**src/rtl/arith_pkg.sv**
```systemverilog
// Shared types and defaults for the arithmetic library.
package arith_pkg;

   localparam int unsigned DEFAULT_WIDTH = 8;

   // Serial operator sequencing: idle, shifting bits, result held.
   typedef enum logic [1:0] {
      IDLE = 2'd0,
      BUSY = 2'd1,
      DONE = 2'd2
   } state_t;

endpackage : arith_pkg

```
**src/rtl/full_subtractor.sv**
```systemverilog
// One-bit full subtractor cell: diff = a - b - borrow_in.
module full_subtractor (
   input  logic a,
   input  logic b,
   input  logic borrow_in,
   output logic diff,
   output logic borrow_out
);

   // Difference bit and borrow generation for a single bit position.
   always_comb begin
      diff       = a ^ b ^ borrow_in;
      borrow_out = (~a & b) | (~(a ^ b) & borrow_in);
   end

endmodule : full_subtractor

```
**src/rtl/serial_subtractor.sv**
```systemverilog
// Bit-serial subtractor, LSB first, one bit per clock, valid/ready on both sides.
module serial_subtractor
   import arith_pkg::*;
#(
   parameter int unsigned WIDTH = DEFAULT_WIDTH
) (
   input  logic             clk,
   input  logic             rst_n,
   input  logic             in_valid,
   output logic             in_ready,
   input  logic [WIDTH-1:0] a,
   input  logic [WIDTH-1:0] b,
   input  logic             borrow_in,
   output logic             out_valid,
   input  logic             out_ready,
   output logic [WIDTH-1:0] diff,
   output logic             borrow_out,
   output logic             ovf
);

   localparam int unsigned CNT_W = $clog2(WIDTH + 1);

   state_t             state;
   state_t             state_nxt;
   logic               accept_c;
   logic               last_c;

   logic [WIDTH-1:0]   a_sr;
   logic [WIDTH-1:0]   b_sr;
   logic [WIDTH-1:0]   diff_sr;
   logic [CNT_W-1:0]   cnt;
   logic               brw;
   logic               a_msb;
   logic               b_msb;
   logic               d_bit;
   logic               brw_nxt;

   full_subtractor u_fs (
      .a          (a_sr[0]),
      .b          (b_sr[0]),
      .borrow_in  (brw),
      .diff       (d_bit),
      .borrow_out (brw_nxt)
   );

   // State register.
   always_ff @(posedge clk) begin
      if (!rst_n) begin
         state <= IDLE;
      end else begin
         state <= state_nxt;
      end
   end

   // Next-state decode plus accept/last-bit strobes for the datapath.
   always_comb begin
      state_nxt = state;
      accept_c  = 1'b0;
      last_c    = 1'b0;
      unique case (state)
         IDLE: begin
            if (in_valid && in_ready) begin
               accept_c  = 1'b1;
               state_nxt = BUSY;
            end
         end
         BUSY: begin
            if (cnt == CNT_W'(WIDTH - 1)) begin
               last_c    = 1'b1;
               state_nxt = DONE;
            end
         end
         DONE: begin
            if (out_valid && out_ready) begin
               state_nxt = IDLE;
            end
         end
         default: state_nxt = IDLE;
      endcase
   end

   // Handshake flags track the upcoming state so they stay registered.
   always_ff @(posedge clk) begin
      if (!rst_n) begin
         in_ready  <= 1'b1;
         out_valid <= 1'b0;
      end else begin
         in_ready  <= (state_nxt == IDLE);
         out_valid <= (state_nxt == DONE);
      end
   end

   // Operand shifting, borrow chain and result capture on the final bit.
   always_ff @(posedge clk) begin
      if (!rst_n) begin
         a_sr       <= '0;
         b_sr       <= '0;
         diff_sr    <= '0;
         cnt        <= '0;
         brw        <= 1'b0;
         a_msb      <= 1'b0;
         b_msb      <= 1'b0;
         diff       <= '0;
         borrow_out <= 1'b0;
         ovf        <= 1'b0;
      end else if (accept_c) begin
         a_sr  <= a;
         b_sr  <= b;
         brw   <= borrow_in;
         cnt   <= '0;
         a_msb <= a[WIDTH-1];
         b_msb <= b[WIDTH-1];
      end else if (state == BUSY) begin
         a_sr    <= {1'b0, a_sr[WIDTH-1:1]};
         b_sr    <= {1'b0, b_sr[WIDTH-1:1]};
         diff_sr <= {d_bit, diff_sr[WIDTH-1:1]};
         brw     <= brw_nxt;
         cnt     <= cnt + CNT_W'(1);
         if (last_c) begin
            diff       <= {d_bit, diff_sr[WIDTH-1:1]};
            borrow_out <= brw_nxt;
            ovf        <= (a_msb ^ b_msb) & (d_bit ^ a_msb);
         end
      end
   end

endmodule : serial_subtractor

```
**config.mk**
```make
export PLATFORM = sky130hd
export DESIGN_NAME = serial_subtractor
export DESIGN_NICKNAME = d
export VERILOG_FILES = /design/src/rtl/arith_pkg.sv /design/src/rtl/full_subtractor.sv /design/src/rtl/serial_subtractor.sv
export SDC_FILE = /design/constraint.sdc
export NUM_CORES = 1
export LEC_CHECK = 0
export CAP_MARGIN = 10
export CORE_MARGIN = 10
export CORE_UTILIZATION = 48
export CTS_BUF_LIST = sky130_fd_sc_hd__clkbuf_8
export DETAILED_ROUTE_END_ITERATION = 7
export GPL_TIMING_DRIVEN = 1
export PLACE_DENSITY = 0.74
export SKIP_CTS_REPAIR_TIMING = 1
export SYNTH_ARGS = -nofsm -noshare
export SYNTH_HDL_FRONTEND = slang
export SYNTH_SLANG_ARGS = --single-unit
```
**constraint.sdc**
```tcl
create_clock -name clk -period 1.25 [get_ports clk]
set_input_delay 0.125 -clock clk [delete_from_list [all_inputs] [get_ports clk]]
set_output_delay 0.125 -clock clk [all_outputs]
set_load 0.1 [all_outputs]
```
==> impl_metrics.json <==
{
  "whs_ns": 0.405,
  "pwr-share-comb_pct": 18.8,
  "synthDistinctLibCells": 29,
  "drt_pre_antenna_iters": 4,
  "synthesis.nets": 234,
  "drt.antenna.violating_nets": 0,
  "drive_gt1_share_pct": 27.8,
  "seq_area_um2": 910,
  "yosysSeqAreaShare_pct": 50.3,
  "unrepaired_setup_endpoints_after_global_routing": "yes",
  "numPlacedInstances": 292,
  "nNetsFinal": 277,
  "route.vias.total": 1616,
  "violations": "setup timing",
  "worstSetupPathType": "reg2reg",
  "post-route-drc-count": 0,
  "timing.critical_path.required_ns": 1.46,
  "antenna_cells": 0,
  "hp-class": "in2reg",
  "viasPerCell": 5.37,
  "max-slew-margin-rel_pct": 75.3,
  "postLayoutCellArea_um2": 2560,
  "peakVddDrop_v": 0.00103,
  "max_cap_viol_count": 0,
  "layout.filler_cells": 257,
  "place_area_um2": 2380,
  "clock_latency_ns": 0.29,
  "pin_count": 33,
  "clock_pin_slew_of_the_registers_on_the_worst_case_setup_and_hold_paths_ns": 0.07,
  "starting_utilization_of_the_core_area_pct": 50.9,
  "setup_viol_count_final": 3,
  "timing_max_transition_violations_final": 0,
  "critPathArrivalTime_ns": 1.66,
  "p_sw_uw": 787,
  "place.gp.congestion": 0.755,
  "area_growth_pct": 45.9,
  "max_slew.worst_pin.slew_ns": 0.369,
  "die-height_um": 80.4,
  "netlist_instances": 211,
  "drt_iter0_markers": 115,
  "pin_count_of_the_biggest_net_entering_global_routing": 22,
  "footprint_of_the_multi_input_gates_um2": 845,
  "mapped_avg_cell_area_um2": 8.30,
  "floorplan.rows": 21,
  "htreeDepth": 2,
  "synth.yosys.warnings": 0,
  "maximum_clock_insertion_buffer_count": 2,
  "final.min_clock_period_ns": 1.45,
  "switching_share_pct": 26.4,
  "finalWorstSetupSlack_ns": -0.196,
  "finalHoldViolCount": 0,
  "clock_tree_from_tritoncts": "built",
  "post-dp-hpwl_um": 2910,
  "intPower_mw": 2.19,
  "final_cell_count_no_fill": 301,
  "clock_skew_ns": 0.00629,
  "run_status": "finished, violations left",
  "grt-ovfl-total": 0,
  "part_of_the_power_in_registers_pct": 51.4,
  "drt_wl_total_um": 4160,
  "total_clock_buffers_created_by_cts": 5,
  "clock-sinks": 44,
  "critical_path.max_fanout": 3,
  "antenna_found_initial": 0,
  "placement.io_buffers": 32,
  "power.static_leakage_nw": 0.905,
  "grt_first_pass_wirelength_um": 6810,
  "clockRootBuffer": "sky130_fd_sc_hd__clkbuf_8",
  "share_clk_of_total_power_pct": 29.8,
  "grt_util_all_layers_pct": 13.1,
  "synth_area_um2": 1750,
  "fp.dieW_um": 80.4,
  "power-per-cell-area_nw_per_um2": 1160,
  "max_freq_mhz": 691,
  "avg_wl_per_cell_um": 13.8,
  "worstSetupStartpointType": "flip-flop",
  "seq_cells_post_synth": 44,
  "layout_worst_path_cycle_share_pct": 116,
  "design.die.area_um2": 6470,
  "worstSetupEndpointType": "flip-flop",
  "core_area_um2": 3440,
  "vias_in_the_first_global_route": 1533
}
[placed cells by master (no fill, tap or decap), drive strengths merged, types with 4 or more instances in the layout]
master         count
dfxtp             44
buf               32
nand2             34
inv                6
nor2               4
clkdlybuf4s50     20
clkbuf             6
o21ai             19
nand3             14
a21oi             49
[layout make-up]
class	instances	share of cell area [%]
Inverter	5	0.734
Sequential cell	44	35.6
Clock buffer	6	3.23
Multi-Input combinational cell	146	33.0
Timing Repair Buffer	52	24.9
Tap cell	46	2.25
Clock inverter	2	0.294
[worst max-delay path, cell delays in order (launching register included)]
cell	delay, ns
sky130_fd_sc_hd__dfxtp_2	0.34
sky130_fd_sc_hd__inv_2	0.04
sky130_fd_sc_hd__fa_2	0.59
sky130_fd_sc_hd__nor2b_1	0.14
sky130_fd_sc_hd__a21oi_1	0.07
sky130_fd_sc_hd__a211oi_1	0.18
[worst paths after layout]
check	start	endpoint	slack, ns	cells past startpoint
hold reg to reg	b_sr[4]$_SDFFE_PN0P_	b_sr[3]$_SDFFE_PN0P_	0.45	2
setup / recovery	b_sr[0]$_SDFFE_PN0P_	ovf$_SDFFE_PN0P_	-0.20	5
hold / removal	b[7]	b_msb$_SDFFE_PN0P_	0.40	3
setup reg to reg	b_sr[0]$_SDFFE_PN0P_	ovf$_SDFFE_PN0P_	-0.20	5
[per-layer routing]
layer  up-vias  GRT usage (%)  share of wire, %
met5         -              0                 0
met4         0           4.75               1.4
met3         4           4.57               5.1
met2        32           20.9                48
met1       763           15.9                45
li1        817              -                 -
[through the flow]
| step | util, % | setup WS, ns | power, mW | setup TNS [ns] |
|---|---|---|---|---|
| 2_1_floorplan | - | -0.107 | 1.85 | -0.107 |
| 3_3_place_gp | 69.1 | -0.103 | 2.06 | -0.742 |
| 3_5_place_dp | 69.1 | -0.140 | 2.07 | -1.29 |
| 4_1_cts | 71.7 | -0.164 | 2.94 | -0.501 |
| 5_1_grt | 74.3 | -0.260 | 3.12 | -0.538 |
| 6_report | 74.3 | -0.196 | 2.98 | -0.374 |
[cell usage after synthesis]
library cell	instances	share of area [%]
sky130_fd_sc_hd__a21oi_1	49	14
sky130_fd_sc_hd__dfxtp_1	44	50
sky130_fd_sc_hd__nand2_1	34	7.3
sky130_fd_sc_hd__o21ai_0	18	5.1
sky130_fd_sc_hd__nand3_1	14	4.0
sky130_fd_sc_hd__buf_2	8	2.3
sky130_fd_sc_hd__clkbuf_1	7	1.5
sky130_fd_sc_hd__inv_1	4	0.86
sky130_fd_sc_hd__nor2_1	4	0.86
sky130_fd_sc_hd__a211oi_1	3	1.3
sky130_fd_sc_hd__a22oi_1	3	1.3
sky130_fd_sc_hd__nand3b_1	2	0.86
sky130_fd_sc_hd__nor2b_1	2	0.71
sky130_fd_sc_hd__o21a_1	2	0.86
sky130_fd_sc_hd__o31ai_1	2	0.86
sky130_fd_sc_hd__xnor2_1	2	1.0
sky130_fd_sc_hd__a2bb2oi_1	1	0.50
sky130_fd_sc_hd__a31oi_1	1	0.36
sky130_fd_sc_hd__and3b_1	1	0.50
sky130_fd_sc_hd__and4bb_2	1	0.71
sky130_fd_sc_hd__buf_6	1	0.64
sky130_fd_sc_hd__clkinv_1	1	0.21
sky130_fd_sc_hd__fa_1	1	1.1
sky130_fd_sc_hd__ha_1	1	0.71
sky130_fd_sc_hd__nand2b_1	1	0.36
sky130_fd_sc_hd__nand4bb_1	1	0.64
sky130_fd_sc_hd__nor3b_1	1	0.43
sky130_fd_sc_hd__o21ai_1	1	0.29
sky130_fd_sc_hd__or4_1	1	0.43
[kinds of logic (layout without fill, tap and decap cells)]
kind of cell,Yosys count,in the layout,share of synthesized area (%)
fa+ha+maj,2,2,1.86
flops,44,44,50.3
xor+xnor,2,2,1.00
simple gates,62,62,16.8
buf+inv,21,65,5.50
compound gates,80,80,24.6
[power by group through the flow]
| stage | combinational (mW) | clock [mW] | sequential, mW |
|---|---|---|---|
| 3_5_place_dp | 0.512 | 0 | 1.56 |
| 2_1_floorplan | 0.279 | 0 | 1.57 |
| 6_report | 0.560 | 0.886 | 1.53 |
| 3_3_place_gp | 0.503 | 0 | 1.55 |
| 5_1_grt | 0.618 | 0.958 | 1.54 |
| 4_1_cts | 0.516 | 0.899 | 1.52 |
[sequential cells by signal, indices dropped and copies added (netlist names)]
name	flops
a_sr	8
b_sr	8
diff	8
diff_sr	7
cnt	4
state	2
a_msb	1
b_msb	1
borrow_out	1
brw	1
in_ready	1
out_valid	1
ovf	1
(Power assumes the default switching activity.)
